### config.mk
export PLATFORM = sky130hd
export DESIGN_NAME = digest_uart_serializer
export DESIGN_NICKNAME = d
export VERILOG_FILES = /design/src/rtl/hasher_pkg.sv /design/src/rtl/hex_nibble_ascii.sv /design/src/rtl/digest_uart_serializer.sv
export SDC_FILE = /design/constraint.sdc
export NUM_CORES = 1
export LEC_CHECK = 0
export BUFFER_PORTS_ARGS = -buffer_cell sky130_fd_sc_hd__buf_4
export CAP_MARGIN = 20
export CORE_ASPECT_RATIO = 1.1
export CORE_MARGIN = 8
export CORE_UTILIZATION = 40
export DETAILED_ROUTE_END_ITERATION = 8
export SLEW_MARGIN = 20
export SYNTH_ARGS = -nofsm -noshare
export SYNTH_HDL_FRONTEND = slang
export SYNTH_SLANG_ARGS = --single-unit
### constraint.sdc
create_clock -name clk -period 2.8 [get_ports clk]
set_input_delay 0.84 -clock clk [delete_from_list [all_inputs] [get_ports clk]]
set_output_delay 0.84 -clock clk [all_outputs]
set_load 0.005 [all_outputs]
### src/rtl/hasher_pkg.sv
// hasher_pkg: shared definitions for the digest UART serializer.
//   state_t        FSM state encoding
//   ASCII_CR/LF    line terminator characters appended in hex-ASCII mode
//   nibble_to_hex  4-bit value -> upper-case ASCII hex digit
package hasher_pkg;

  typedef enum logic [2:0] {
    S_IDLE     = 3'd0,
    S_ISSUE    = 3'd1,
    S_HOLD     = 3'd2,
    S_WAIT_RDY = 3'd3,
    S_DONE     = 3'd4
  } state_t;

  localparam logic [7:0] ASCII_CR = 8'h0D;
  localparam logic [7:0] ASCII_LF = 8'h0A;

  // 0-9 -> 8'h30-8'h39, A-F -> 8'h41-8'h46
  function automatic logic [7:0] nibble_to_hex(input logic [3:0] nibble);
    if (nibble < 4'd10) nibble_to_hex = 8'h30 + {4'h0, nibble};
    else                nibble_to_hex = 8'h37 + {4'h0, nibble};
  endfunction

endpackage

### src/rtl/hex_nibble_ascii.sv
// hex_nibble_ascii: combinational 4-bit -> ASCII hex digit encoder.
//   nibble  in   4  value to encode
//   ascii   out  8  upper-case ASCII hex character
module hex_nibble_ascii
  import hasher_pkg::*;
(
  input  logic [3:0] nibble,
  output logic [7:0] ascii
);

  assign ascii = nibble_to_hex(nibble);

endmodule

### src/rtl/digest_uart_serializer.sv
// digest_uart_serializer: captures one digest and streams it, MSB byte first,
// to a UART transmitter over a send/tx_ready handshake.
//
// Build option: define HASHER_HEX_ASCII_EN to emit each byte as two upper-case
// hex characters (high nibble first) followed by CR LF. Undefined: raw bytes.
//
// Ports:
//   clk           in   1         system clock
//   reset_n       in   1         synchronous active-low reset
//   digest_in     in   DIGEST_W  digest, sampled on accept
//   digest_valid  in   1         digest_in valid
//   digest_ready  out  1         high while idle
//   data_out      out  8         character to transmitter
//   send          out  1         one-cycle registered strobe
//   tx_ready      in   1         transmitter can accept
//   busy          out  1         transfer in progress
//   done          out  1         one-cycle pulse after the last character completes
module digest_uart_serializer
  import hasher_pkg::*;
#(
  parameter int DIGEST_W = 256
) (
  input  logic                clk,
  input  logic                reset_n,
  input  logic [DIGEST_W-1:0] digest_in,
  input  logic                digest_valid,
  output logic                digest_ready,
  output logic [7:0]          data_out,
  output logic                send,
  input  logic                tx_ready,
  output logic                busy,
  output logic                done
);

  localparam int NBYTES = DIGEST_W / 8;
`ifdef HASHER_HEX_ASCII_EN
  localparam int NCHARS = 2 * NBYTES + 2;
`else
  localparam int NCHARS = NBYTES;
`endif
  localparam int IDX_W = $clog2(NCHARS + 1);
  localparam logic [IDX_W-1:0] LAST_IDX = IDX_W'(NCHARS - 1);

  if (((DIGEST_W % 8) != 0) || (DIGEST_W < 8)) begin : g_width_check
    $error("DIGEST_W must be a positive multiple of 8");
  end

  state_t              state, state_nxt;
  logic [DIGEST_W-1:0] shreg;
  logic [IDX_W-1:0]    idx;
  logic [7:0]          cur_char;
  logic                shift_now;
  logic                accept;
  logic                last_char;

  assign accept    = digest_valid && digest_ready;
  assign last_char = (idx == LAST_IDX);

  // Current character and whether the register advances a byte after it
`ifdef HASHER_HEX_ASCII_EN
  localparam logic [IDX_W-1:0] HEX_END = IDX_W'(2 * NBYTES);
  logic [7:0] top_byte;
  logic [3:0] nib;
  logic [7:0] hex_char;

  assign top_byte = shreg[DIGEST_W-1 -: 8];
  assign nib      = idx[0] ? top_byte[3:0] : top_byte[7:4];

  hex_nibble_ascii u_hex (
    .nibble (nib),
    .ascii  (hex_char)
  );

  always_comb begin
    cur_char = hex_char;
    if (idx == HEX_END)     cur_char = ASCII_CR;
    else if (idx > HEX_END) cur_char = ASCII_LF;
  end

  // Byte consumed once its low nibble has gone out
  assign shift_now = idx[0];
`else
  assign cur_char  = shreg[DIGEST_W-1 -: 8];
  assign shift_now = 1'b1;
`endif

  // State register plus datapath
  always_ff @(posedge clk) begin
    if (!reset_n) begin
      state    <= S_IDLE;
      shreg    <= '0;
      idx      <= '0;
      send     <= 1'b0;
      data_out <= 8'h00;
    end else begin
      state <= state_nxt;
      send  <= 1'b0;
      case (state)
        S_IDLE: if (accept) begin
          shreg <= digest_in;
          idx   <= '0;
        end
        S_ISSUE: if (tx_ready) begin
          send     <= 1'b1;
          data_out <= cur_char;
        end
        S_WAIT_RDY: if (tx_ready && !last_char) begin
          idx <= idx + IDX_W'(1);
          if (shift_now) shreg <= shreg << 8;
        end
        default: ;
      endcase
    end
  end

  // Next-state logic
  always_comb begin
    state_nxt = state;
    case (state)
      S_IDLE:     if (accept)   state_nxt = S_ISSUE;
      S_ISSUE:    if (tx_ready) state_nxt = S_HOLD;
      // Transmitter is dropping tx_ready this cycle; do not look at it
      S_HOLD:                   state_nxt = S_WAIT_RDY;
      S_WAIT_RDY: if (tx_ready) state_nxt = last_char ? S_DONE : S_ISSUE;
      S_DONE:                   state_nxt = S_IDLE;
      default:                  state_nxt = S_IDLE;
    endcase
  end

  // Status outputs
  always_comb begin
    digest_ready = (state == S_IDLE);
    busy         = (state != S_IDLE);
    done         = (state == S_DONE);
  end

endmodule
==> results of run 1 <==
## synthesized netlist by cell type (all sizes together) (2+ instances only)
cell type / n / area, um^2
nand3: 4 / 20.0
nor3: 253 / 1270
or3b: 2 / 17.5
inv: 6 / 22.5
dfxtp: 274 / 5490
or3: 2 / 12.5
nor2: 3 / 18.8
o21ai: 3 / 15.0
nand2: 520 / 1950
a311oi: 248 / 3410
clkbuf: 129 / 484
a21oi: 10 / 50.1
a22o: 8 / 70.1
buf: 41 / 353
or2: 2 / 12.5
## through the flow
step | worst slack (ps) | instance area, um^2
6_report | 256 | 16800
3_5_place_dp | 210 | 15700
5_1_grt | 169 | 16800
3_3_place_gp | 236 | 15700
4_1_cts | 243 | 16800
2_1_floorplan | 497 | 13300
## final cells by class
| type | count | area (um^2) | area share |
|---|---|---|---|
| clock buffer | 39 | 866 | 0.0516 |
| clock inverter | 15 | 239 | 0.0142 |
| antenna | 1 | 2.50 | 0.000149 |
| multi-input combinational | 1072 | 7010 | 0.418 |
| sequential | 274 | 5490 | 0.327 |
| timing repair buffer | 309 | 2610 | 0.155 |
| tap | 432 | 541 | 0.0322 |
| inverter | 6 | 30.0 | 0.00179 |
## how the worst max path moves through the flow
| stage | endpoint | depth (start not counted) |
|---|---|---|
| finish | busy | 3 |
| global route | busy | 3 |
| detailed placement | shreg[139]$_SDFFE_PN0P_ | 7 |
| global placement | shreg[123]$_SDFFE_PN0P_ | 7 |
| floorplan | shreg[132]$_SDFFE_PN0P_ | 6 |
| CTS | busy | 3 |
## registers in the layout, summed over array words and instances, names as in the netlist
name	count
data_out	8
idx	6
send	1
shreg	256
state	3
## cells by family (layout without fill, tap and decap cells)
kind of cell    Yosys count  after routing  share of synthesized area
xor+xnor                  1              1                   0.000657
fa+ha+maj                 1              1                   0.000938
flops                   274            274                      0.411
buf+inv                 176            369                     0.0645
simple gates            791            791                      0.250
compound gates          279            279                      0.272
other cells               0              1                          0
## power by group
part	switching, mW	internal (mW)
combinational	1.10	0.970
clock	1.66	2.72
sequential	0.231	4.33
## metal layers
layer  global-route usage  wire (um)  vias up
li1                     -          -     5870
met1                0.268      18300     5809
met2                0.314      18900      331
met3               0.0348       2510       53
met4               0.0472        807        0
met5                    0          0        -
## worst max-delay path, cell delays in order (launching register included)
cell and delay (ps):
dfxtp_1 410, nor3_1 430, inv_1 150, buf_4 170
==> results.yml, run 1 <==
floorplanning:
  std_cell_rows: 70
  die_area_um2: 39400
  start_util: 0.404
  core_area_um2: 33000
  io_pins: 272
  die_h_um: 208
  die_x_um: 190
global_route:
  overflow: 0
  first_global_vias: 12400
  grt_usage: 0.196
  grt_max_degree: 129
  antenna_found_initial: 1
  grt_first_pass_wirelength_mm: 65.5
cells_and_area:
  fin_cells: 2148
  final_cell_mix: "520 x nand2_1, 286 x buf_4, 274 x dfxtp_1"
  final_common_cell: "nand2_1"
  final_nets: 1954
  syn2layout_area_growth_pct: 25.8
  fillers: 3172
  final_util: 0.508
  drive_above_1_share: 0.331
place:
  dpl.hpwl_mm: 26.6
  placedCellCount: 2093
  io_buffers: 271
  globalplace.congestion: 0.797
timing:
  finalSetupTns_ps: 0
  maxSlewViolCount: 0
  clock_skew_ps: 9.50
  maxSlewHeadroom: 0.406
  fin_crit_ps: 2540
  max_freq_mhz: 393
  rsz0062_at_grt: "no"
  worst_hold_slack_ps: 452
  post-route-period-util: 0.909
  hold_violations: 0
  worst_pin_slew_ps: 884
  finalSetupViolCount: 0
clock_network:
  cts_tree: "built"
  postCtsSetupBuffers: 0
  clk_latency_ps: 550
  postCtsHoldBufs: 0
  cts_buffer_depth: 3
  clkTransAtPathRegs_ps: 60
  cts_resized: 0
  cts_made_buffers: 30
  root_buffer: "clkbuf_16"
  cts_num_sinks: 274
  htree_levels: 1
drt:
  drt-initial-drc-count: 1007
  drc: 0
  drt_wl_total_mm: 40.5
  drt_first_pass_iters: 5
  postRouteAntennaNets: 0
  vias_per_cell: 5.62
  via_count: 12100
  post_drt_wl_per_cell_um: 18.9
critical_path:
  reg2reg_from: "idx[0]$_SDFFE_PN0P_"
  r2r_slack_ps: 410
  cp_max_fo: 10
  arrival_ps: 1700
  r2r_end: "shreg[2]$_SDFFE_PN0P_"
  worstPathRequired_ps: 1960
  setup.worst_path.start: "state[2]$_SDFFE_PN0P_"
  crit_path_end_kind: "output port"
  worst-setup-path-type: "flop to output port"
  reg2reg_depth: 6
  startpoint_type: "flop"
pwr:
  peakVddDrop_mv: 0.480
  leakage_nw: 6.37
  p_per_area_nw_per_um2: 656
  power_mw: 11.0
run:
  maxCapViolations: 0
synth:
  synth_ff_type: "dfxtp_1"
  post_synth.cell_area_avg_um2: 8.76
  synth.cell_area_um2: 13300
  synth_cell_types: 41
  syn_inst: 1522
  ys_ff_latch: 274
  synth-warning-count: 0
  ys_seq_area_frac: 0.411
  synthesis.nets: 1783
  synth_edf_count: 0
  postSynth.asyncResetShare: 0
min_path:
  hold_path_startpoint: "data_out[1]$_SDFFE_PN0P_"
  worstHoldEndpoint: "data_out[1]$_SDFFE_PN0P_"
  hp-class: "flop to flop"
  holdPathStages: 2
run_status:
  status: "complete, no violations"
(Power assumes the default switching activity.)
==> inputs of run 2 (changes only) <==
Settings changed: BUFFER_PORTS_ARGS -buffer_cell sky130_fd_sc_hd__buf_4 to -buffer_cell sky130_fd_sc_hd__buf_2.
==> results.yml, run 2 (synthesis gave the netlist of run 1 again) <==
drt:
  drt_wl_total_mm: 40.4
  vias_per_cell: 5.56
  drc: 0
  via_count: 12000
  drt_first_pass_iters: 5
  post_drt_wl_per_cell_um: 18.8
  postRouteAntennaNets: 0
  drt-initial-drc-count: 872
global_route:
  first_global_vias: 12500
  grt_max_degree: 157
  grt_first_pass_wirelength_mm: 65.5
  grt_usage: 0.196
  antenna_found_initial: 6
  overflow: 0
pwr:
  peakVddDrop_mv: 0.437
  leakage_nw: 6.23
  p_per_area_nw_per_um2: 694
  switching_share: 0.271
  p_int_mw: 8.22
  p_sw_mw: 3.05
  power_frac_comb: 0.175
  p_seq_frac: 0.405
  power.share.clock: 0.420
  power_mw: 11.3
clock_network:
  clkTransAtPathRegs_ps: 60
  cts_buffer_depth: 3
  clk_latency_ps: 550
  cts_resized: 0
  htree_levels: 1
  cts_tree: "built"
  cts_num_sinks: 274
  root_buffer: "clkbuf_16"
  postCtsHoldBufs: 0
  cts_made_buffers: 31
  postCtsSetupBuffers: 0
cells_and_area:
  syn2layout_area_growth_pct: 21.8
  largest_reg_flops: 256
  final_cell_mix: "520 x nand2_1, 274 x dfxtp_1, 271 x buf_2"
  final_nets: 1957
  final_util: 0.492
  final_common_cell: "nand2_1"
  top_register: "shreg"
  reg_top3: "shreg (256), data_out (8), idx (6)"
  fillers: 3174
  drive_above_1_share: 0.334
timing:
  finalSetupTns_ps: 0
  max_freq_mhz: 406
  rsz0062_at_grt: "no"
  fin_crit_ps: 2470
  finalSetupViolCount: 0
  post-route-period-util: 0.880
  clock_skew_ps: 14.9
  maxSlewViolCount: 0
  maxSlewHeadroom: 0.423
  worst_pin_slew_ps: 859
  hold_violations: 0
critical_path:
  startpoint_type: "flop"
  crit_path_end_kind: "output port"
  arrival_ps: 1630
  worst-setup-path-type: "flop to output port"
  cp_max_fo: 10
  r2r_slack_ps: 650
  worstPathRequired_ps: 1960
floorplanning:
  std_cell_rows: 70
  io_pins: 272
  core_area_um2: 33000
  die_x_um: 190
  die_area_um2: 39400
  start_util: 0.404
  die_h_um: 208
place:
  globalplace.congestion: 0.842
  io_buffers: 271
  dpl.hpwl_mm: 26.3
run_status:
  status: "complete, no violations"
min_path:
  hp-class: "flop to flop"
run:
  maxCapViolations: 0
## run 2: cell types whose count changed in the layout (fill, tap and decap cells not counted), sizes merged
cell / before / now
clkinv: 4 / 9
bufinv: 6 / 9
clkinvlp: 4 / 1
buf: 309 / 311
clkbuf: 39 / 38
diode: 1 / 2
inv: 7 / 6
## run 2: area by class of cell
| type | count | area, um^2 | area share |
|---|---|---|---|
| clock buffer | 38 | 862 | 0.0531 |
| timing repair buffer | 311 | 1970 | 0.121 |
| multi-input combinational | 1072 | 7010 | 0.432 |
| sequential | 274 | 5490 | 0.338 |
| tap | 432 | 541 | 0.0333 |
| inverter | 6 | 30.0 | 0.00185 |
| clock inverter | 19 | 334 | 0.0206 |
| antenna | 2 | 5.00 | 0.000308 |
## run 2: power groups by stage
stage	registers [mW]	logic, mW	clock network (mW)
6_report	4.56	1.98	4.73
5_1_grt	4.61	2.17	4.98
4_1_cts	4.55	2.00	4.82
3_5_place_dp	4.63	1.99	0
3_3_place_gp	4.63	1.94	0
2_1_floorplan	4.57	1.46	0
## run 2: metal layers
layer	track usage	share of wire
met1	0.261	0.45
met2	0.324	0.47
met3	0.0356	0.055
met4	0.0461	0.020
met5	0	0.00067
## run 2: worst paths after layout
path / from / to / cells past startpoint
worst min register to register: data_out[0]$_SDFFE_PN0P_ / data_out[0]$_SDFFE_PN0P_ / 2
worst max register to register: state[2]$_SDFFE_PN0P_ / shreg[55]$_SDFFE_PN0P_ / 5
worst max-delay path: state[2]$_SDFFE_PN0P_ / busy / 3
worst min-delay path: data_out[0]$_SDFFE_PN0P_ / data_out[0]$_SDFFE_PN0P_ / 2
## run 2: stage by stage
step | worst slack (ps) | std cells | hold slack (ps) | instance area [um^2]
floorplan | 497 | 1522 | 433 | 13300
global placement | 244 | 2095 | 440 | 15000
detailed placement | 152 | 2095 | 447 | 15000
CTS | 278 | 2152 | 455 | 16200
finish | 335 | 2154 | 451 | 16200
global route | 190 | 2154 | 480 | 16200
## run 2: critical path: stages, from the launching register on
cell and delay (ps):
dfxtp_1 410, nor3_1 390, inv_1 120, buf_2 150
